File: src/rtl/boot_loader.sv
// Byte-stream program loader: parses a count/words/checksum frame, writes big-endian words to the CPU
// instruction port with 1-cycle load strobes, and releases CPU reset only after a good checksum.
module boot_loader #(
   parameter logic [31:0] BASE_ADDR     = 32'h0,
   parameter int          MAX_WORDS     = 1024,
   parameter int          RELEASE_DELAY = 4
) (
   input  logic        i_sclk,
   input  logic        i_reset,
   input  logic        i_start,
   input  logic [7:0]  i_byte_in,
   input  logic        i_byte_valid,
   output logic        o_byte_ready,
   output logic        o_cpu_reset,
   output logic        o_cpu_load,
   output logic [31:0] o_cpu_addr,
   output logic [31:0] o_cpu_instr,
   output logic        o_busy,
   output logic        o_done,
   output logic        o_error
);

   typedef enum logic [3:0] {
      S_IDLE,
      S_CNT_HI,
      S_CNT_LO,
      S_WORD,
      S_WRITE,
      S_CHECK,
      S_RELEASE,
      S_DONE,
      S_ERROR
   } state_t;

   localparam logic [16:0] MAX_W    = 17'(MAX_WORDS);
   localparam logic [15:0] DLY_LAST = 16'(RELEASE_DELAY - 1);

   state_t      r_state;
   state_t      w_next;
   logic [15:0] r_count;
   logic [15:0] r_index;
   logic [7:0]  r_csum;
   logic [1:0]  r_bcnt;
   logic [23:0] r_word;
   logic [31:0] r_addr;
   logic [31:0] r_instr;
   logic [15:0] r_dly;

   logic        w_ready;
   logic        w_load;
   logic        w_cpu_reset;
   logic        w_busy;
   logic        w_done;
   logic        w_error;
   logic        w_accept;
   logic        w_start_ok;
   logic [15:0] w_count_full;
   logic [15:0] w_index_nxt;

   assign w_accept     = i_byte_valid & w_ready;
   assign w_start_ok   = i_start & ((r_state == S_IDLE) | (r_state == S_DONE) | (r_state == S_ERROR));
   assign w_count_full = {r_count[15:8], i_byte_in};
   assign w_index_nxt  = r_index + 16'd1;

   always_ff @(posedge i_sclk) begin
      if (!i_reset) begin
         r_state <= S_IDLE;
      end else begin
         r_state <= w_next;
      end
   end

   always_comb begin
      w_next      = r_state;
      w_ready     = 1'b0;
      w_load      = 1'b0;
      w_cpu_reset = 1'b1;
      w_busy      = 1'b1;
      w_done      = 1'b0;
      w_error     = 1'b0;
      case (r_state)
         S_IDLE: begin
            w_busy = 1'b0;
            if (i_start) w_next = S_CNT_HI;
         end
         S_CNT_HI: begin
            w_ready = 1'b1;
            if (w_accept) w_next = S_CNT_LO;
         end
         S_CNT_LO: begin
            w_ready = 1'b1;
            if (w_accept) begin
               if ({1'b0, w_count_full} > MAX_W) begin
                  w_next = S_ERROR;
               end else if (w_count_full == 16'd0) begin
                  w_next = S_CHECK;
               end else begin
                  w_next = S_WORD;
               end
            end
         end
         S_WORD: begin
            w_ready = 1'b1;
            if (w_accept && (r_bcnt == 2'd3)) w_next = S_WRITE;
         end
         S_WRITE: begin
            w_load = 1'b1;
            w_next = (w_index_nxt == r_count) ? S_CHECK : S_WORD;
         end
         S_CHECK: begin
            w_ready = 1'b1;
            if (w_accept) w_next = (i_byte_in == r_csum) ? S_RELEASE : S_ERROR;
         end
         S_RELEASE: begin
            if (r_dly == DLY_LAST) w_next = S_DONE;
         end
         S_DONE: begin
            w_cpu_reset = 1'b0;
            w_done      = 1'b1;
            w_busy      = 1'b0;
            if (i_start) w_next = S_CNT_HI;
         end
         S_ERROR: begin
            w_error = 1'b1;
            w_busy  = 1'b0;
            if (i_start) w_next = S_CNT_HI;
         end
         default: begin
            w_next = S_IDLE;
         end
      endcase
   end

   // Datapath: count/index/checksum bookkeeping and the word assembly register.
   always_ff @(posedge i_sclk) begin
      if (!i_reset) begin
         r_count <= 16'd0;
         r_index <= 16'd0;
         r_csum  <= 8'd0;
         r_bcnt  <= 2'd0;
         r_word  <= 24'd0;
         r_addr  <= BASE_ADDR;
         r_instr <= 32'd0;
         r_dly   <= 16'd0;
      end else begin
         if (w_start_ok) begin
            r_count <= 16'd0;
            r_index <= 16'd0;
            r_csum  <= 8'd0;
            r_bcnt  <= 2'd0;
         end
         // The checksum byte itself is compared, never folded in.
         if (w_accept && (r_state != S_CHECK)) r_csum <= r_csum ^ i_byte_in;
         case (r_state)
            S_CNT_HI: begin
               if (w_accept) r_count[15:8] <= i_byte_in;
            end
            S_CNT_LO: begin
               if (w_accept) begin
                  r_count[7:0] <= i_byte_in;
                  r_bcnt       <= 2'd0;
               end
            end
            S_WORD: begin
               if (w_accept) begin
                  r_word <= {r_word[15:0], i_byte_in};
                  r_bcnt <= r_bcnt + 2'd1;
                  if (r_bcnt == 2'd3) begin
                     r_addr  <= BASE_ADDR + {14'd0, r_index, 2'b00};
                     r_instr <= {r_word, i_byte_in};
                  end
               end
            end
            S_WRITE: begin
               r_index <= w_index_nxt;
               r_bcnt  <= 2'd0;
            end
            S_CHECK: begin
               r_dly <= 16'd0;
            end
            S_RELEASE: begin
               r_dly <= r_dly + 16'd1;
            end
            default: begin
            end
         endcase
      end
   end

   assign o_byte_ready = w_ready;
   assign o_cpu_reset  = w_cpu_reset;
   assign o_cpu_load   = w_load;
   assign o_cpu_addr   = r_addr;
   assign o_cpu_instr  = r_instr;
   assign o_busy       = w_busy;
   assign o_done       = w_done;
   assign o_error      = w_error;

endmodule
File: config.mk
export PLATFORM = sky130hd
export DESIGN_NAME = boot_loader
export DESIGN_NICKNAME = d
export VERILOG_FILES = /design/src/rtl/boot_loader.sv
export SDC_FILE = /design/constraint.sdc
export NUM_CORES = 1
export LEC_CHECK = 0
export CAP_MARGIN = 30
export CORE_MARGIN = 2
export CORE_UTILIZATION = 50
export CTS_CLUSTER_DIAMETER = 80
export CTS_CLUSTER_SIZE = 40
export DETAILED_ROUTE_END_ITERATION = 10
export GPL_TIMING_DRIVEN = 0
export PLACE_DENSITY = 0.88
export SKIP_CTS_REPAIR_TIMING = 1
export SLEW_MARGIN = 20
export SYNTH_ARGS = -nofsm -noshare
export SYNTH_HDL_FRONTEND = slang
export SYNTH_SLANG_ARGS = --single-unit
File: constraint.sdc
create_clock -name i_sclk -period 1.9 [get_ports i_sclk]
set_input_delay 0.19 -clock i_sclk [delete_from_list [all_inputs] [get_ports i_sclk]]
set_output_delay 0.19 -clock i_sclk [all_outputs]
set_load 0.03 [all_outputs]
==> results.md, run 1 <==
* Outcome: finished, violations left
* Failing checks: negative setup slack
* Req. time, crit path at 2.26 ns
* Max_cap viols at 0
* Yosys top cell area share at around two fifths
* Via count of the first global-routing pass at 5831
* Relative slew slack at 52.70%
* Slew @ Worst Pin at 0.7037 ns
* Final Critical Period at 2.034 ns
* Dominant cell type by area after synthesis: dfxtp_1
* Initial antenna violation count at 0
* Leak at 0.002984 uW
* Die ar. at ~14000 um^2
* Chip Width at 117.4 um
* Startpoint types: flip-flop
* Final period util at 107.0%
* Pwr dens at 986.3 nW/um^2
* Crit end category: flip-flop
* Met3 Track Usage GR at under 10%
* # DRC at 0
* WL final at 18600 um
* RSZ-0062 raised after global routing: true
* FMAX at 491.7 MHz
* Final net count at 960
* Via Count at 6443
* Cells after Synth at about 840
* Synthesized area at approximately 6400 um^2
* # port buffers at 55
* Pin count of the biggest net entering global routing at 17
* Setup TNS at -0.2728 ns
* Max Slew Vio Count at 0
* Vias per cell at 5.702
* FF/Latch Area at 2706 um^2
* Maximum vdd drop at about 0.00054 V
* R2R Setup Slk at -0.13 ns
* Crit path max fanout at 6
* Final setup fails at 3
* Met1 Usage GRT at between 30% and 40%
* H-tree depth at 4
* ANT cells at 0
* GRT busiest layer: met2
* CP Launch Point: r_index[1]$_SDFFE_PN0P_
* Die height at 117.4 um
* Multi-input logic area at 3531 um^2
* Yosys warns at 0
* Gpl congestion at 0.9354
* Worst endpoint data arrival time at 2.39 ns
* Layout Skew at 0.006216 ns
* Row count at 41
* Worst r2r path cells at 7
* Worst setup slack after layout at -0.1336 ns
* Post-route insts no fill at 1130
* Number of buffers created by CTS at 17
* EDFF count, synth at 0
* Area growth syn-to-layout at 29.04%
* GRT met2 Usage at 41.19%
* Core Area at 12570 um^2
* Worst min-delay path category: in -> reg
* Ratio of cells with drive above 1 in the final layout at around 17%
* Final ANT Viol Nets at 0
* Reg2reg end: r_state[2]$_SDFFE_PN0P_
* Fillcell total at ~950
* Synth cell count leaders: nand2_1 (199), dfxtp_1 (134), a21oi_1 (123)
* Congestion Overflow GR at 0
* Drt pass-1 iters at 6
* WHS at between 0.2 and 0.25 ns
* Worst skew pair latency at approximately 0.42 ns
* Synth area leaders: dfxtp_1 (42%), nand2_1 (12%), a21oi_1 (9.6%), xnor2_1 (3.4%), nand3_1 (2.9%)
* Clock sinks at 134
* DR WL/cell at 16.46 um
* Mean post-synth cell area at 7.676 um^2
* Clk root buf: clkbuf_16
* Critical path class: reg -> reg
* Synth unique cells at 69
* Fraction of registers with async set/reset at 0%
* I/O pins at 82
* Placed cells at 1080
* Final HPWL DP at around 12000 um
* Starting DRT DRC Count at about 720
* Total track usage at 25.10%
* Top-count cell post-synth: nand2_1
* First-pass GRT wire length at ~28000 um
* Ys flop type: dfxtp_1
* Final hold viol count at 0
* Crit path to: r_state[2]$_SDFFE_PN0P_
* FF-to-FF Start: r_index[1]$_SDFFE_PN0P_
* CTS tree: done
* Seq/Total Area, Yosys at 41.70%
* Yosys reg bits at 134
* Clock Tree Buf Depth at 2
* Clock-pin slew on the worst setup and hold paths at 0.06 ns
* Initial Util at 51.18%
## routing by layer
metal	routed length, um	up-vias
met2	9021	349
met3	1432	72
met4	766	0
li1	-	3050
met5	0	-
met1	7382	2972
## worst max-delay path: stages (launching register included)
cell	delay [ns]
dfxtp_4	0.41
ha_4	0.18
nand3_2	0.18
nor4_1	0.30
nand2_1	0.09
a22o_1	0.25
nor4_4	0.35
a31o_1	0.21
## worst min-delay path by stage
stage,slack (ns),start,depth (start not counted),endpoint
floorplan,0.43,r_word[16]$_SDFFE_PN0P_,2,o_cpu_instr[24]$_SDFFE_PN0P_
CTS,0.19,i_byte_in[0],3,r_count[0]$_SDFF_PN0_
global route,0.21,i_byte_in[0],3,r_word[0]$_SDFFE_PN0P_
detailed placement,0.45,o_cpu_addr[7]$_SDFFE_PN0P_,2,o_cpu_addr[7]$_SDFFE_PN0P_
global placement,0.44,r_word[20]$_SDFFE_PN0P_,2,o_cpu_instr[28]$_SDFFE_PN0P_
finish,0.21,i_byte_in[0],3,r_count[0]$_SDFF_PN0_
## kinds of logic after synthesis
family | count (synthesis) | share of synthesized area (%)
buffers and inverters | 87 | 7.430
DFF | 134 | 41.70
other | 1 | 0.05830
AOI/OAI and AO/OA | 196 | 16.86
adders and majority gates | 3 | 0.5836
xor gates and xnor gates | 31 | 4.221
muxes | 3 | 0.5252
and+or+nand+nor | 383 | 28.61
## layout make-up
cell class	count	area share [%]
multi-input combinational	633	42.54
sequential	134	32.60
timing repair buffer	75	8.351
buffer	75	6.030
clock buffer	22	5.713
tap	172	2.593
clock inverter	10	1.733
inverter	9	0.4371
## cells in the final DEF, fill, tap and decap left out, drive strengths merged, types with 3 or more instances in the layout
master         instances
nand2                200
dfxtp                134
a21oi                124
clkbuf                61
buf                   59
clkdlybuf4s50         50
nor2                  50
nand3                 39
o21ai                 34
xnor2                 25
conb                  16
nor3                  16
nand3b                11
inv                   11
nor4                  11
nand4                 10
a31oi                  8
and2                   8
and3                   8
nand2b                 7
nor2b                  7
xor2                   6
or3                    6
o211ai                 5
a22oi                  5
clkinv                 5
a211oi                 3
mux2                   3
bufinv                 3
or2                    3
ha                     3
and4                   3
## where the power goes
part / internal [uW] / total (uW) / switching (uW)
registers: 2910 / 3030 / 121
logic: 635 / 1700 / 1070
clock network: 2180 / 3450 / 1270
## through the flow
| stage | util, % | setup slack [ns] | instance area (um^2) | power (uW) |
|---|---|---|---|---|
| floorplan | - | -0.0005219 | 6509 | 4148 |
| global placement | 57.88 | -0.3560 | 7274 | 4478 |
| detailed placement | 57.88 | -0.3682 | 7274 | 4510 |
| CTS | 62.80 | -0.8001 | 7893 | 7917 |
| global route | 66.04 | -0.1503 | 8300 | 8450 |
| finish | 66.04 | -0.1336 | 8300 | 8187 |
## sequential cells by signal, summed over array words and instances, names as in the netlist
name         cells
o_cpu_instr     32
r_word          24
o_cpu_addr      16
r_count         16
r_dly           16
r_index         16
r_csum           8
r_state          4
r_bcnt           2
No activity file was read; power rests on OpenSTA's default activity.
==> run 2: changes to the inputs <==
- CORE_MARGIN: 2 -> unset
==> run 2 against run 1 <==
Compared with the run above: the flow finishes with violations (design-rule violations, negative setup slack); critical path type unchanged; register-to-register slack barely moved; first-iteration DRC count fell by 6.0%; wire length fell by 3.8%; total power fell by 0.61%; final area fell by 0.92%; worst setup slack barely moved; via count fell by 0.12%; count of clock-buffer cells in the layout rose by 1; global-route usage rose by 1.0 points; combinational power fell by 5%; die area fell by 3.4%.
==> results.md, run 2 (synthesized netlist as in run 1, its figures left out) <==
* Outcome: finished, violations left (unchanged)
* Failing checks: design-rule violations, negative setup slack (was negative setup slack)
* R2R Setup Slk at -0.13 ns (about the same)
* Slowest cell on the critical path: dfxtp_2 (was dfxtp_4)
* Clock power frac at 42.9% (was 42.2%)
* Cells along the critical path: ha_4 -> and3_2 -> nand3_1 -> xnor2_1 -> nand3_1 -> nor4_4 -> o211ai_1 (was ha_4 -> nand3_2 -> nor4_1 -> nand2_1 -> a22o_1 -> nor4_4 -> a31o_1)
* Final Cell Area at 8224 um^2 (was 8300 um^2)
* Clock Tree Buf Depth at 2 (unchanged)
* Slew @ Worst Pin at 0.6566 ns (was 0.7037 ns)
* Clock-pin slew on the worst setup and hold paths at 0.06 ns (about the same)
* Layout Skew at 0.008038 ns (was 0.006216 ns)
* WL final at 17900 um (was 18600 um)
* Clock sinks at 134 (unchanged)
* Initial antenna violation count at 0 (unchanged)
* Via Count at 6435 (was 6443)
* Final HPWL DP at 11570 um (was 11630 um)
* Final Critical Period at 2.033 ns (was 2.034 ns)
* Req. time, crit path at 2.20 ns (was 2.26 ns)
* Power share of the combinational group at 19.8% (was 20.8%)
* Max_cap viols at 0 (unchanged)
* Number of buffers created by CTS at 17 (unchanged)
* Final net count at 954 (was 960)
* Max Slew Vio Count at 0 (unchanged)
* Final setup fails at 3 (unchanged)
* Maximum vdd drop at 0.0006729 V (was 0.0005384 V)
* Startpoint types: flip-flop (unchanged)
* Drt pass-1 iters at 8 (was 6)
* Total track usage at 26.10% (was 25.10%)
* Clk root buf: clkbuf_16 (unchanged)
* Initial Util at 51.18% (unchanged)
* Commonest non-fill, non-tap cell in the layout: nand2_1 (unchanged)
* Internal Power at 5735 uW (was 5725 uW)
* Setup TNS at -0.3649 ns (was -0.2728 ns)
* Sw power at 2402 uW (was 2462 uW)
* Gpl congestion at 0.9034 (was 0.9354)
* Leak at 0.002920 uW (was 0.002984 uW)
* FMAX at 491.8 MHz (was 491.7 MHz)
* Via count of the first global-routing pass at 5710 (was 5831)
* CTS tree: done (unchanged)
* DR WL/cell at 15.92 um (was 16.46 um)
* Area growth syn-to-layout at 27.85% (was 29.04%)
* Worst setup slack after layout at -0.1333 ns (was -0.1336 ns)
* Top Layer Used: met4 (unchanged)
* Max reg flops at 32 (unchanged)
* Worst skew pair latency at 0.43 ns (was 0.42 ns)
* Worst min-delay path category: in -> reg (unchanged)
* Starting DRT DRC Count at 676 (was 719)
* Total power at 8137 uW (was 8187 uW)
* Pwr dens at 989.4 nW/um^2 (was 986.3 nW/um^2)
* Met2 wire len at 8765 um (was 9021 um)
* Worst endpoint data arrival time at 2.33 ns (was 2.39 ns)
* RSZ-0062 raised after global routing: true (unchanged)
* H-tree depth at 4 (unchanged)
* Worst r2r path cells at 7 (unchanged)
* Sequential share of power at 37.2% (was 37.0%)
* # port buffers at 55 (unchanged)
* Row count at 41 (unchanged)
* Dpl cell area at 7274 um^2 (unchanged)
* First-pass GRT wire length at 26810 um (was 28220 um)
* Final hold viol count at 0 (unchanged)
* Crit end category: flip-flop (unchanged)
* Core Area at 12570 um^2 (unchanged)
* Final ANT Viol Nets at 0 (unchanged)
* Die height at 115.4 um (was 117.4 um)
* I/O pins at 82 (unchanged)
* CP dominant cell by count: nand3_1
* Die ar. at 13320 um^2 (was 13790 um^2)
* CP max stage delay at 0.41 ns (about the same)
* Commonest non-fill, non-tap cells in the layout: nand2_1 (198), dfxtp_1 (124), a21oi_1 (123) (was nand2_1 (195), dfxtp_1 (123), a21oi_1 (122))
* Sw frac at 29.52% (was 30.07%)
* WHS at 0.2056 ns (was 0.2128 ns)
* Pin count of the biggest net entering global routing at 17 (unchanged)
* Hold depth at 3 (unchanged)
* Vias per cell at 5.725 (was 5.702)
* Relative slew slack at 55.87% (was 52.70%)
* Crit path max fanout at 6 (unchanged)
* Final period util at 107.0% (about the same)
* # DRC at 2 (was 0)
* Chip Width at 115.4 um (was 117.4 um)
* Wl on met1 at 7167 um (was 7382 um)
* Congestion Overflow GR at 0 (unchanged)
* Ratio of cells with drive above 1 in the final layout at 15.86% (was 16.91%)
* ANT cells at 0 (unchanged)
* DR WL met3 at 1485 um (was 1432 um)
* Critical path class: reg -> reg (unchanged)
[run 2: metrics by stage]
| stage | instances | setup WS [ns] | util [%] |
|---|---|---|---|
| after floorplan | 853 | -0.0005219 | - |
| after global placement | 1080 | -0.3728 | 57.88 |
| after detailed placement | 1080 | -0.3743 | 57.88 |
| after CTS | 1112 | -0.8493 | 62.95 |
| after global routing | 1124 | -0.2410 | 65.44 |
| final | 1124 | -0.1333 | 65.44 |
[run 2: path summary, 6_finish.rpt]
kind                                                     to                       start
worst max-delay path                r_state[1]$_SDFFE_PN0P_     r_index[1]$_SDFFE_PN0P_
worst min-delay path            o_cpu_instr[2]$_SDFFE_PN0P_                i_byte_in[2]
worst max register to register      r_state[1]$_SDFFE_PN0P_     r_index[1]$_SDFFE_PN0P_
worst min register to register   o_cpu_addr[7]$_SDFFE_PN0P_  o_cpu_addr[7]$_SDFFE_PN0P_
[run 2: cell type report]
type / instances / area (um^2)
tap: 172 / 215.2
clock buffer: 23 / 498.0
inverter: 9 / 36.28
timing repair buffer: 68 / 643.1
fill: 992 / 4344
buffer: 77 / 494.2
multi-input combinational: 632 / 3496
clock inverter: 9 / 138.9
sequential: 134 / 2703
[run 2: layer usage]
metal / vias to the layer above / global-route usage, %
met5: - / 0
met4: 0 / 13.33
met3: 52 / 6.224
met2: 357 / 42.91
met1: 2992 / 31.91
li1: 3034 / -
[run 2: critical path, delay by kind of cell (launching register included)]
kind            cells  cell delay [ns]
simple gates        4             0.96
flops               1             0.41
fa+ha+maj           1             0.20
xor+xnor            1             0.20
compound gates      1             0.14
[run 2: power groups by stage]
stage               sequential (uW)  clock, uW  combinational [uW]
finish                         3030       3490                1610
global route                   3040       3640                1740
CTS                            3000       3500                1460
detailed placement             3060          0                1440
global placement               3060          0                1420
floorplan                      3040          0                1110
